$ cat src/rtl/tea_pkg.sv
// Shared TEA definitions used by both the cipher and decipher blocks.
package tea_pkg;

  localparam int          WORD_SIZE_DEFAULT    = 16;
  localparam logic [31:0] DELTA_DEFAULT        = 32'h9e3779b9;
  localparam int          ROUND_NUMBER_DEFAULT = 32;

  typedef enum logic [1:0] {
    ST_IDLE = 2'd0,
    ST_RUN  = 2'd1,
    ST_DONE = 2'd2
  } tea_state_e;

endpackage

$ cat src/rtl/tea_round_dec.sv
// One combinational TEA decipher round: undo v1 first, then v0 using the new v1.
module tea_round_dec #(
  parameter int WORD_SIZE = 16
) (
  input  logic [WORD_SIZE-1:0] v0,
  input  logic [WORD_SIZE-1:0] v1,
  input  logic [WORD_SIZE-1:0] sum,
  input  logic [WORD_SIZE-1:0] k0,
  input  logic [WORD_SIZE-1:0] k1,
  input  logic [WORD_SIZE-1:0] k2,
  input  logic [WORD_SIZE-1:0] k3,
  output logic [WORD_SIZE-1:0] v0_next,
  output logic [WORD_SIZE-1:0] v1_next
);

  logic [WORD_SIZE-1:0] mix_v0;
  logic [WORD_SIZE-1:0] mix_v1;

  // Shifts stay inside WORD_SIZE bits, so bits pushed out are dropped and zeros fill in.
  always_comb begin
    mix_v0  = ((v0 << 4) + k2) ^ (v0 + sum) ^ ((v0 >> 5) + k3);
    v1_next = v1 - mix_v0;
    mix_v1  = ((v1_next << 4) + k0) ^ (v1_next + sum) ^ ((v1_next >> 5) + k1);
    v0_next = v0 - mix_v1;
  end

endmodule

$ cat src/rtl/tea_decipher.sv
// Iterative TEA decipher: one round per clock, registered plaintext outputs.
//
// state   | meaning
// IDLE    | waiting for iStart; inputs are latched on acceptance
// RUN     | one decipher round per cycle until the last round
// DONE    | oDone pulse, results valid; returns to IDLE next cycle
module tea_decipher
  import tea_pkg::*;
#(
  parameter int          WORD_SIZE    = WORD_SIZE_DEFAULT,
  parameter logic [31:0] DELTA        = DELTA_DEFAULT,
  parameter int          ROUND_NUMBER = ROUND_NUMBER_DEFAULT
) (
  input  logic                 clk,
  input  logic                 rst,
  input  logic                 iStart,
  input  logic [WORD_SIZE-1:0] iV0,
  input  logic [WORD_SIZE-1:0] iV1,
  input  logic [WORD_SIZE-1:0] iK0,
  input  logic [WORD_SIZE-1:0] iK1,
  input  logic [WORD_SIZE-1:0] iK2,
  input  logic [WORD_SIZE-1:0] iK3,
  output logic [WORD_SIZE-1:0] oP0,
  output logic [WORD_SIZE-1:0] oP1,
  output logic                 oDone,
  output logic                 oBusy
);

  // The starting sum is DELTA*ROUND_NUMBER reduced to the word width; the
  // 32-bit product already wraps correctly for any WORD_SIZE up to 32.
  localparam logic [31:0]          SUM_INIT_FULL = 32'(DELTA * ROUND_NUMBER);
  localparam logic [WORD_SIZE-1:0] SUM_INIT      = SUM_INIT_FULL[WORD_SIZE-1:0];
  localparam logic [WORD_SIZE-1:0] DELTA_W       = DELTA[WORD_SIZE-1:0];
  localparam logic [7:0]           LAST_CNT      = 8'(ROUND_NUMBER - 1);

  tea_state_e state_q, state_d;

  logic [7:0]           cnt_q;
  logic [WORD_SIZE-1:0] sum_q;
  logic [WORD_SIZE-1:0] v0_q, v1_q;
  logic [WORD_SIZE-1:0] k0_q, k1_q, k2_q, k3_q;
  logic [WORD_SIZE-1:0] p0_q, p1_q;
  logic [WORD_SIZE-1:0] v0_next, v1_next;
  logic                 last_round;

  tea_round_dec #(
    .WORD_SIZE(WORD_SIZE)
  ) u_round (
    .v0     (v0_q),
    .v1     (v1_q),
    .sum    (sum_q),
    .k0     (k0_q),
    .k1     (k1_q),
    .k2     (k2_q),
    .k3     (k3_q),
    .v0_next(v0_next),
    .v1_next(v1_next)
  );

  assign last_round = (state_q == ST_RUN) && (cnt_q == LAST_CNT);

  // State register with synchronous active-low reset.
  always_ff @(posedge clk) begin
    if (!rst) begin
      state_q <= ST_IDLE;
    end else begin
      state_q <= state_d;
    end
  end

  // Next-state and status decode; iStart only matters in IDLE.
  always_comb begin
    state_d = state_q;
    oDone   = 1'b0;
    oBusy   = 1'b0;
    case (state_q)
      ST_IDLE: begin
        if (iStart) state_d = ST_RUN;
      end
      ST_RUN: begin
        oBusy = 1'b1;
        if (last_round) state_d = ST_DONE;
      end
      ST_DONE: begin
        oBusy   = 1'b1;
        oDone   = 1'b1;
        state_d = ST_IDLE;
      end
      default: state_d = ST_IDLE;
    endcase
  end

  // Operand latch on acceptance, one round per RUN cycle, result capture on the last round.
  always_ff @(posedge clk) begin
    if (!rst) begin
      cnt_q <= '0;
      sum_q <= '0;
      v0_q  <= '0;
      v1_q  <= '0;
      k0_q  <= '0;
      k1_q  <= '0;
      k2_q  <= '0;
      k3_q  <= '0;
      p0_q  <= '0;
      p1_q  <= '0;
    end else begin
      case (state_q)
        ST_IDLE: begin
          if (iStart) begin
            v0_q  <= iV0;
            v1_q  <= iV1;
            k0_q  <= iK0;
            k1_q  <= iK1;
            k2_q  <= iK2;
            k3_q  <= iK3;
            sum_q <= SUM_INIT;
            cnt_q <= '0;
          end
        end
        ST_RUN: begin
          v0_q  <= v0_next;
          v1_q  <= v1_next;
          sum_q <= sum_q - DELTA_W;
          cnt_q <= cnt_q + 8'd1;
          if (last_round) begin
            p0_q <= v0_next;
            p1_q <= v1_next;
          end
        end
        default: ;
      endcase
    end
  end

  assign oP0 = p0_q;
  assign oP1 = p1_q;

endmodule

$ cat config.mk
export PLATFORM = sky130hd
export DESIGN_NAME = tea_decipher
export DESIGN_NICKNAME = d
export VERILOG_FILES = /design/src/rtl/tea_pkg.sv /design/src/rtl/tea_round_dec.sv /design/src/rtl/tea_decipher.sv
export SDC_FILE = /design/constraint.sdc
export NUM_CORES = 1
export LEC_CHECK = 0
export BUFFER_PORTS_ARGS = -buffer_cell sky130_fd_sc_hd__buf_2
export CORE_MARGIN = 1
export CORE_UTILIZATION = 35
export DETAILED_ROUTE_END_ITERATION = 10
export GPL_TIMING_DRIVEN = 0
export PLACE_DENSITY = 0.52
export SYNTH_ARGS = -nofsm -noshare
export SYNTH_HDL_FRONTEND = slang
export SYNTH_SLANG_ARGS = --single-unit
$ cat constraint.sdc
create_clock -name clk -period 16 [get_ports clk]
set_clock_uncertainty 0.15 [all_clocks]
set_input_delay 0.8 -clock clk [delete_from_list [all_inputs] [get_ports clk]]
set_output_delay 0.8 -clock clk [all_outputs]
set_load 0.02 [all_outputs]
### Yosys cells after proc, flatten, opt, wreduce, memory -nomap -nowiden

Index checks and enable logic that the tools add are counted.

* memories: 0
* bits of input ports: 99
* RAM bits: 0
* bits in read-only memories: 0
* bits in latches: 0
* word-level logic and storage cells: 51
* bits in registers: 154

* $mul: 0
* bitwise gates (word level): 4
* shifts and indexed selects: 0
* reduce and logical (&&, ||, !) cells: 8
* multiplexer cells: 13
* equality and inequality tests: 5
* divide/modulo/power cells: 0
* order comparisons: 0
* $add $sub $neg: 10

Operators by type and width (count)
* one-hot mux 16 bit (2 select lines): 3
* adder 16 bit: 4
* bitwise XOR 16 bit: 4
* two-way mux 16 bit: 3
* adder 11 x 16 -> 16 bit: 2
* subtractor 16 bit: 2
* one-hot mux 8 bit (2 select lines): 1
* subtractor 16 x 15 -> 16 bit, second input constant: 1
* adder 8 x 1 -> 8 bit, second input constant: 1
* equality test 8 x 5 -> 1 bit, second input constant: 1
* two-way mux 8 bit: 1
* AND reduction 2 bit: 4
* two-way mux 2 bit: 2
* != test 2 bit, second input constant: 2
* one-hot mux 2 bit (2 select lines): 1
* equality test 2 x 1 -> 1 bit, second input constant: 1
* equality test 2 bit, second input constant: 1
* logical NOT 2 bit: 1
* two-way mux 1 bit: 2
* nonzero test 2 bit: 1
* OR reduction 2 bit: 1
* logical AND 1 bit: 1

### Logic depth before layout (Yosys ltp)

Gate-level depths: netlist of run 1.

* word-level depth: 9
* depth in mapped cells: 37
* mapped depth without buffers: 37

### Modules after synthesis

A second synthesis of run 1 with hierarchy kept.

* cell total of the unflattened synthesis: 1363
* area total of the unflattened synthesis: 11009.3 µm²

Modules (own cells, without submodules)
* tea_decipher: instances 1, cells an instance 727, sequential area each 3083.0 µm², area each 6029.5 µm²
* tea_round_dec: instances 1, cells an instance 636, sequential area each 0.0 µm², area each 4979.8 µm²

### Worst setup path after synthesis of run 1

Ideal clock, no wire load.

* path type: register -> register
* start point: register sum_q[0]
* end point: register v0_q[15]
* path slack: 9.131 ns
* path buffers: 0
* data arrival time: 6.593 ns
* library setup time: 0.126 ns
* data required time: 15.724 ns
* clock period less this slack: 6.869 ns
* stages on the path, launching flop included: 34
* path through: dfxtp_1 > ha_1 > fa_1 > a21oi_1 > o21bai_1 > a21o_1 > a21o_1 > a21o_1 > a21oi_1 > xor2_1 > ha_1 > and3_1 > a211o_1 > a221o_1 > a21o_1 > o22ai_1 > xor3_2 > xnor2_2 > ha_1 > xor2_1 > xnor2_1 > xnor2_1 > xnor2_1 > xor2_1 > ha_1 > nand2_1 > o21ai_0 > a311oi_1 > o2bb2ai_1 > o21ai_0 > xor2_1 > xnor2_1 > xnor2_1 > o211ai_1

* longest elaborated chain between the ends: 9
* elaborated cells between the ends (all ways): 11
* those cells by class: 6 x add/sub; 1 x mux; 4 x bitwise

RTL lines
* from (decl): RTL line tea_decipher.sv:39 `logic [WORD_SIZE-1:0] sum_q;`
* from (signal assigned): RTL line tea_decipher.sv:123 `sum_q <= sum_q - DELTA_W;`
* adder 16 bit *: RTL line tea_round_dec.sv:21 `mix_v0 = ((v0 << 4) + k2) ^ (v0 + sum) ^ ((v0 >> 5) + k3);`
* bitwise XOR 16 bit * (2 in a row): RTL line tea_round_dec.sv:21
* subtractor 16 bit *: RTL line tea_round_dec.sv:22 `v1_next = v1 - mix_v0;`
* named net u_round.v1_next[15]: RTL line tea_round_dec.sv:13 `output logic [WORD_SIZE-1:0] v1_next`
* adder 16 bit: RTL line tea_round_dec.sv:23 `mix_v1 = ((v1_next << 4) + k0) ^ (v1_next + sum) ^ ((v1_next >> 5) + k1);`
* bitwise XOR 16 bit: RTL line tea_round_dec.sv:23
* bitwise XOR 16 bit *: RTL line tea_round_dec.sv:23
* subtractor 16 bit *: RTL line tea_round_dec.sv:24 `v0_next = v0 - mix_v1;`
* one-hot mux 16 bit (2 select lines) *: RTL line tea_decipher.sv:107 `case (state_q)`
* to (signal assigned): RTL line tea_decipher.sv:110 `v0_q <= iV0;`
* to (signal assigned): RTL line tea_decipher.sv:121 `v0_q <= v0_next;`
* to (decl): RTL line tea_decipher.sv:40 `logic [WORD_SIZE-1:0] v0_q, v1_q;`

The timed path passes the listed nets; every way through them passes the cells marked *.
A chain may end at the register's enable or synchronous reset.

### Final worst setup path of run 1

* start point: register v0_q[5]
* end point: register p0_q[15], in the netlist oP0[15]

* longest elaborated chain between the ends: 8
* elaborated cells between the ends (all ways): 12
* those cells by class: 8 x add/sub; 4 x bitwise

RTL lines
* adder 16 bit: RTL line tea_round_dec.sv:21
* bitwise XOR 16 bit: RTL line tea_round_dec.sv:21
* bitwise XOR 16 bit *: RTL line tea_round_dec.sv:21
* subtractor 16 bit *: RTL line tea_round_dec.sv:22
* named net u_round.v1_next[8]: RTL line tea_round_dec.sv:13
* adder 16 bit: RTL line tea_round_dec.sv:23
* bitwise XOR 16 bit: RTL line tea_round_dec.sv:23
* bitwise XOR 16 bit *: RTL line tea_round_dec.sv:23
* subtractor 16 bit *: RTL line tea_round_dec.sv:24
* to (signal assigned): RTL line tea_decipher.sv:126 `p0_q <= v0_next;`
* to (decl): RTL line tea_decipher.sv:42 `logic [WORD_SIZE-1:0] p0_q, p1_q;`

Marks and branches as above.

==> results by group, run 1 <==
Outcome
  – Status: finished clean

Clocking
  – Clock transition at path regs: 0.07 ns
  – TritonCTS Buffers: 17
  – Maximum clock path buffer count: 2
  – Hold-fix buffers, CTS: 0
  – H-tree Lvls: 4
  – Clk_lat worst skew: between 0.4 and 0.5 ns
  – CTS tree: built
  – CTS sink cnt: about 150
  – Clk root buf: clkbuf_16
  – Post-CTS Setup Bufs: 0
  – Post-cts sizing count: 0

Timing
  – Worst Slack Setup Final: 7.48 ns
  – RSZ-0062 raised after global routing: false
  – Fmax: roughly 120 MHz
  – Final worst path period share: 53.3%
  – Final Critical Period: around 8.5 ns
  – Hold Vio Cnt, Final: 0
  – Setup TNS: 0 ns
  – Max-slew violations: 0
  – Final setup vio count: 0
  – Max-slew headroom: 16.0%
  – Worst slew pin tran: 1.25 ns

Final layout
  – Commonest non-fill, non-tap cell in the layout: nand2_1
  – FILL cells: 3151
  – Layout cells sized above 1: 11.2%
  – Most frequent cells in the layout: 233 x nand2_1, 177 x a21oi_1, 154 x dfxtp_1
  – Layout area overhead: 16.2%
  – Final net count: 1706
  – Ant diodes: 0
  – Post-route cell area: 12500 um2

Yosys
  – FFs w/ async S/R, synth: 0%
  – Top cell type's share of synthesized area: 28.8%
  – Synth Register Bits: ~150
  – Post-Syn Instances: ~1300
  – Synth area leaders: dfxtp_1 29%, ha_1 13%, xnor2_1 11%, a21oi_1 8.3%, nand2_1 8.2%
  – EDFF count, synth: 0
  – Syn Nets: 1555
  – Post-synthesis sequential area ratio: 28.8%
  – Post-Syn Area per Cell: approximately 8.0 um2
  – Count of cell types in the netlist: 58
  – Post-synth top flop: dfxtp_1
  – Synth warn: 0
  – Leading area contributor after synthesis: dfxtp_1
  – Synthesized area: 10700 um2

Global route
  – Total congestion overflow: 0
  – Number of global-route vias before repair: 9278
  – Largest net degree at the start of global routing: 17
  – First-pass GRT wire length: 54300 um
  – Initial antenna violation count: 1
  – Gr usage total: 23.5%

Routing
  – Via count: 9758
  – Pre-antenna DRT Iters: 5
  – WL met2: 15800 um
  – Met1 WL: 17400 um
  – WL per Instance: 18.9 um
  – Routed WL: 35800 um
  – Length of routed met3 wiring: around 1700 um
  – Starting DRT DRC Count: around 520
  – Drt via density: approximately 5.2
  – Post-DRT Antenna Nets: 0
  – Highest Signal Layer: met5
  – Residual DRC: 0

Placed design
  – Detailed Place HPWL: 28500 um
  – Area of placed instances: around 12000 um2
  – Pre-CTS setup slack: 7.73 ns
  – GPL Wtd Cong: 0.892
  – Number of port buffers: roughly 130

Worst hold path
  – Hold path depth: 2
  – HP Start: oP1[11]
  – Hold Crit Class: register to register

Critical path
  – Most frequent CP cell: xnor2_1
  – Slowest CP cell: xnor2_1
  – CP Capture Type: register
  – Worst Setup Start Kind: register
  – Max stage delay on crit path: 0.81 ns
  – Kind of critical path: register to register
  – Worst Path Required: 16.16 ns
  – Setup crit start: v0_q[5]
  – Arr. time, crit path: a little under 9 ns
  – Reg-to-reg startpoint: v0_q[5]
  – R2R depth: 34
  – CP Max Fanout: 5

Floorplanning
  – Initial Util: between 30% and 40%
  – Die W: 177 um
  – Die Y: 177 um
  – I/O pins: around 130
  – Row cnt: 63
  – Core area: 29900 um2
  – Die area: 31300 um2

Job
  – Max Cap Viol: 0
state kept, by name (all words and copies together) (netlist names):
signal and count:
oP0 16, state_q 2, k3_q 16, v1_q 16, v0_q 16, cnt_q 8, k2_q 16, oP1 16
k1_q 16, k0_q 16, sum_q 16
synth_stat cells, types with 9 or more instances:
master / instances
mux2i_1: 21
clkbuf_1: 43
nand2b_1: 9
a21o_1: 41
nor2_1: 86
ha_1: 113
o21ai_0: 36
o21ai_1: 19
nor2b_1: 13
buf_1: 9
a211oi_1: 29
dfxtp_1: 154
a21oi_1: 177
nand3_1: 16
inv_1: 35
xor2_1: 48
nand2_1: 233
xnor2_1: 131
o21a_1: 11
nand4_1: 9
nor3_1: 11
worst paths after layout:
path,end,slack (ns)
worst min register to register,oP1[11],0.31
worst max register to register,oP0[15],7.48
worst max-delay path,oP0[15],7.48
worst min-delay path,oP1[11],0.31
area by class of cell:
class                      count  area, um2  area share [%]
multi-input combinational   1093       7300            58.6
sequential                   154       3080            24.8
timing repair buffer         132        661            5.30
tap                          390        488            3.92
clock buffer                  17        425            3.42
buffer                        52        195            1.57
clock inverter                15        164            1.32
inverter                      36        135            1.08
worst max-delay path, delay by kind of cell, from the launching register on:
family | cells | cell delay, ns
flip-flops | 1 | 0.59
AND/OR/NAND/NOR | 3 | 0.25
XOR/XNOR | 8 | 2.10
buffers and inverters | 1 | 0.06
adder cells (fa/ha/maj) | 5 | 1.96
AO/OA/AOI/OAI | 17 | 3.26
stage by stage:
step           hold WS [ns]  instances  utilization (%)
3_5_place_dp          0.296       1857             39.7
4_1_cts               0.307       1889             41.7
6_report              0.307       1889             41.7
5_1_grt               0.332       1889             41.7
2_1_floorplan         0.291       1335                -
3_3_place_gp          0.296       1857             39.7
cells by family (layout without fill, tap and decap cells):
kind of cell,count (synthesis),after routing,synth area share (%)
compound gates,364,364,20.4
mux,21,21,1.96
xor+xnor,181,181,15.0
fa+ha+maj,121,121,14.7
simple gates,406,406,16.1
buf+inv,88,252,3.08
flops,154,154,28.8
per-layer routing:
layer  vias to the layer above  global-route usage [%]
met5                         -                       0
met4                         2                    8.15
met3                        46                    4.04
met2                       241                    36.4
met1                      4524                    32.6
li1                       4945                       -
Power of run 1 is not shown: default switching activity piles up to over one toggle a cycle in this logic, so the estimate is an artifact.
==> run 2, diff against run 1 <==
--- a/config.mk
+++ b/config.mk
@@ -5,12 +5,13 @@
 export SDC_FILE = /design/constraint.sdc
 export NUM_CORES = 1
 export LEC_CHECK = 0
+export ABC_AREA = 1
 export BUFFER_PORTS_ARGS = -buffer_cell sky130_fd_sc_hd__buf_2
 export CORE_MARGIN = 1
 export CORE_UTILIZATION = 35
 export DETAILED_ROUTE_END_ITERATION = 10
 export GPL_TIMING_DRIVEN = 0
-export PLACE_DENSITY = 0.52
+export PLACE_DENSITY = 0.51
 export SYNTH_ARGS = -nofsm -noshare
 export SYNTH_HDL_FRONTEND = slang
 export SYNTH_SLANG_ARGS = --single-unit
==> constraint.sdc (replaced) <==
create_clock -name clk -period 8.5 [get_ports clk]
set_clock_uncertainty 0.15 [all_clocks]
set_input_delay 0.425 -clock clk [delete_from_list [all_inputs] [get_ports clk]]
set_output_delay 0.425 -clock clk [all_outputs]
set_load 0.02 [all_outputs]
==> results by group, run 2 <==
Global route
  – Total congestion overflow: 0 (unchanged)
  – Largest net degree at the start of global routing: 17 (unchanged)
  – Number of global-route vias before repair: 10464 (+13%)
  – First-pass GRT wire length: 59100 um (+8.9%)
  – Initial antenna violation count: 3 (+2)
  – Gr usage total: 24.3% (+0.74 points)

Timing
  – Fmax: 127 MHz (+8.1%)
  – Worst slew pin tran: 1.11 ns (-0.146 ns)
  – Final worst path period share: 92.7% (+39 points)
  – Max-slew headroom: 25.8% (+9.8 points)
  – Hold Vio Cnt, Final: 0 (unchanged)
  – RSZ-0062 raised after global routing: false
  – Final Critical Period: 7.88 ns (-0.639 ns)
  – Final setup vio count: 0 (unchanged)
  – Worst hold margin: 0.0701 ns (-0.237 ns)
  – Setup TNS: 0 ns (unchanged)
  – Max-slew violations: 0 (unchanged)

Placed design
  – GPL Wtd Cong: 0.927 (+4.0%)
  – Detailed Place HPWL: 32200 um (+13%)
  – Number of port buffers: 131 (-0.76%)
  – Placed insts: 2105 (+13%)

Job
  – Max Cap Viol: 0 (unchanged)

Clocking
  – TritonCTS Buffers: 17 (unchanged)
  – Hold-fix buffers, CTS: 0 (unchanged)
  – CTS sink cnt: 154 (unchanged)
  – Clk_lat worst skew: 0.45 ns (about the same)
  – Clk root buf: clkbuf_16
  – Post-cts sizing count: 0 (unchanged)
  – Post-CTS Setup Bufs: 0 (unchanged)
  – H-tree Lvls: 4 (unchanged)
  – CTS tree: built
  – Maximum clock path buffer count: 2 (unchanged)
  – Clock transition at path regs: 0.07 ns (about the same)

Final layout
  – FILL cells: 3412 (+8.3%)
  – Non-filler cells in the finished layout: 2136 (+13%)
  – Ant diodes: 0 (unchanged)
  – Most frequent cells in the layout: 259 x nand2_1, 187 x nor2_1, 162 x a21oi_1
  – Area of the multi-input gates: 7370 um2 (+0.92%)
  – Layout cells sized above 1: 11.4% (+0.21 points)
  – Layout area overhead: 15.6%
  – Final net count: 1942 (+14%)
  – Commonest non-fill, non-tap cell in the layout: nand2_1
  – FF+latch area: 3080 um2 (unchanged)
  – Core occupancy in the finished layout: 41.1% (-0.55 points)

Critical path
  – Worst Setup Start Kind: register
  – Reg-to-reg startpoint: v0_q[5]
  – R2R depth: 31 (-8.8%)
  – CP Capture Type: register
  – CP Max Fanout: 5 (unchanged)
  – Reg2Reg Setup Slack: 0.62 ns (-6.86 ns)
  – Most frequent CP cell: xor2_1
  – Max stage delay on crit path: 0.68 ns (-0.13 ns)
  – Reg-to-reg critical path endpoint: v0_q[12]
  – Slowest CP cell: dfxtp_1
  – Worst Path Required: 8.66 ns (-7.50 ns)
  – Arr. time, crit path: 8.05 ns (-0.63 ns)
  – Kind of critical path: register to register

Yosys
  – Post-Syn Area per Cell: 7.17 um2 (-11%)
  – Top cells by count, synth: 259 x nand2_1, 187 x nor2_1, 162 x a21oi_1
  – Top cell type's share of synthesized area: 27.4% (-1.4 points)
  – Synthesized area: 11300 um2 (+5.1%)
  – Leading area contributor after synthesis: dfxtp_1
  – Count of cell types in the netlist: 47 (-19%)
  – EDFF count, synth: 0 (unchanged)
  – Post-synth top flop: dfxtp_1
  – Synth area leaders: dfxtp_1 27%, ha_1 13%, nand2_1 8.6%, xor2_1 7.5%, a21oi_1 7.2%
  – Syn Nets: 1792 (+15%)
  – FFs w/ async S/R, synth: 0% (unchanged)
  – Post-Syn Instances: 1572 (+18%)
  – Top-count cell post-synth: nand2_1
  – Post-synthesis sequential area ratio: 27.4% (-1.4 points)
  – Synth warn: 0 (unchanged)
  – Synth Register Bits: 154 (unchanged)

Routing
  – Pre-antenna DRT Iters: 5 (unchanged)
  – Drt via density: 5.05 (-2.2%)
  – Via count: 10793 (+11%)
  – Residual DRC: 0 (unchanged)
  – Starting DRT DRC Count: 611 (+18%)
  – Routed WL: 39200 um (+9.5%)
  – WL per Instance: 18.3 um (-3.1%)
  – Post-DRT Antenna Nets: 0 (unchanged)

Floorplanning
  – Die area: 32900 um2 (+5.0%)
  – Die Y: 181 um (+2.5%)
  – I/O pins: 133 (unchanged)
  – Core area: 31600 um2 (+5.9%)
  – Die W: 181 um (+2.5%)
  – Initial Util: 35.6% (-0.27 points)
  – Row cnt: 65 (+3.2%)

Outcome
  – Status: finished clean

Worst hold path
  – HP Start: iK1[5]
  – Hold Crit Class: primary input to register
  – Hold EP: k1_q[5]
  – Hold path depth: 3 (+1)
-- run 2: cell count changes after synthesis, moves of 28 or more --
| cell | before | now |
|---|---|---|
| o21ai_0 | 36 | 119 |
| nor2_1 | 86 | 187 |
| a21o_1 | 41 | 7 |
| nand3_1 | 16 | 44 |
| inv_1 | 35 | 159 |
| xnor2_1 | 131 | 61 |
| xor2_1 | 48 | 96 |
| o211ai_1 | 8 | 38 |
-- run 2: cell type report --
cell class                 count  share of cell area (%)
multi-input combinational   1203                    56.6
sequential                   154                    23.7
timing repair buffer         131                    5.04
inverter                     165                    4.76
tap                          402                    3.86
clock buffer                  21                    3.46
buffer                        50                    1.46
clock inverter                10                    1.10
-- run 2: critical path: cells and delay by family, from the launching register on --
kind	cells	cell delay [ns]
buf+inv	3	0.41
xor+xnor	6	1.72
flops	1	0.68
compound gates	14	2.85
fa+ha+maj	5	1.71
simple gates	3	0.25
-- run 2: logic make-up after synthesis --
logic type	Yosys count	synth area share [%]
compound gates	381	19.0
xor+xnor	159	12.6
simple gates	542	19.9
buf+inv	215	7.19
fa+ha+maj	121	14.0
flops	154	27.4
-- run 2: metrics by stage --
step	instance area (um2)	worst slack, ns
final	13000	0.618
after global routing	13000	0.153
after CTS	13000	0.741
after detailed placement	12400	0.760
after global placement	12400	0.669
after floorplan	11300	2.63
-- run 2: worst max-delay path by stage --
stage          startpoint  endpoint  cells past startpoint
3_3_place_gp      v0_q[5]  v0_q[12]                     31
4_1_cts           v0_q[5]  v0_q[12]                     31
2_1_floorplan    sum_q[0]  v0_q[14]                     40
3_5_place_dp      v0_q[5]  v0_q[12]                     31
5_1_grt           v0_q[5]  v0_q[12]                     31
6_report          v0_q[5]  v0_q[12]                     31
-- run 2: metal layers --
| metal | vias to the layer above | wire [um] | track usage, % |
|---|---|---|---|
| met5 | - | 13 | 0 |
| met4 | 2 | 986 | 8.27 |
| met3 | 55 | 1940 | 5.27 |
| met2 | 238 | 18600 | 41.6 |
| met1 | 4985 | 17700 | 29.9 |
| li1 | 5513 | - | - |
Power of run 2 is left out for the same reason.
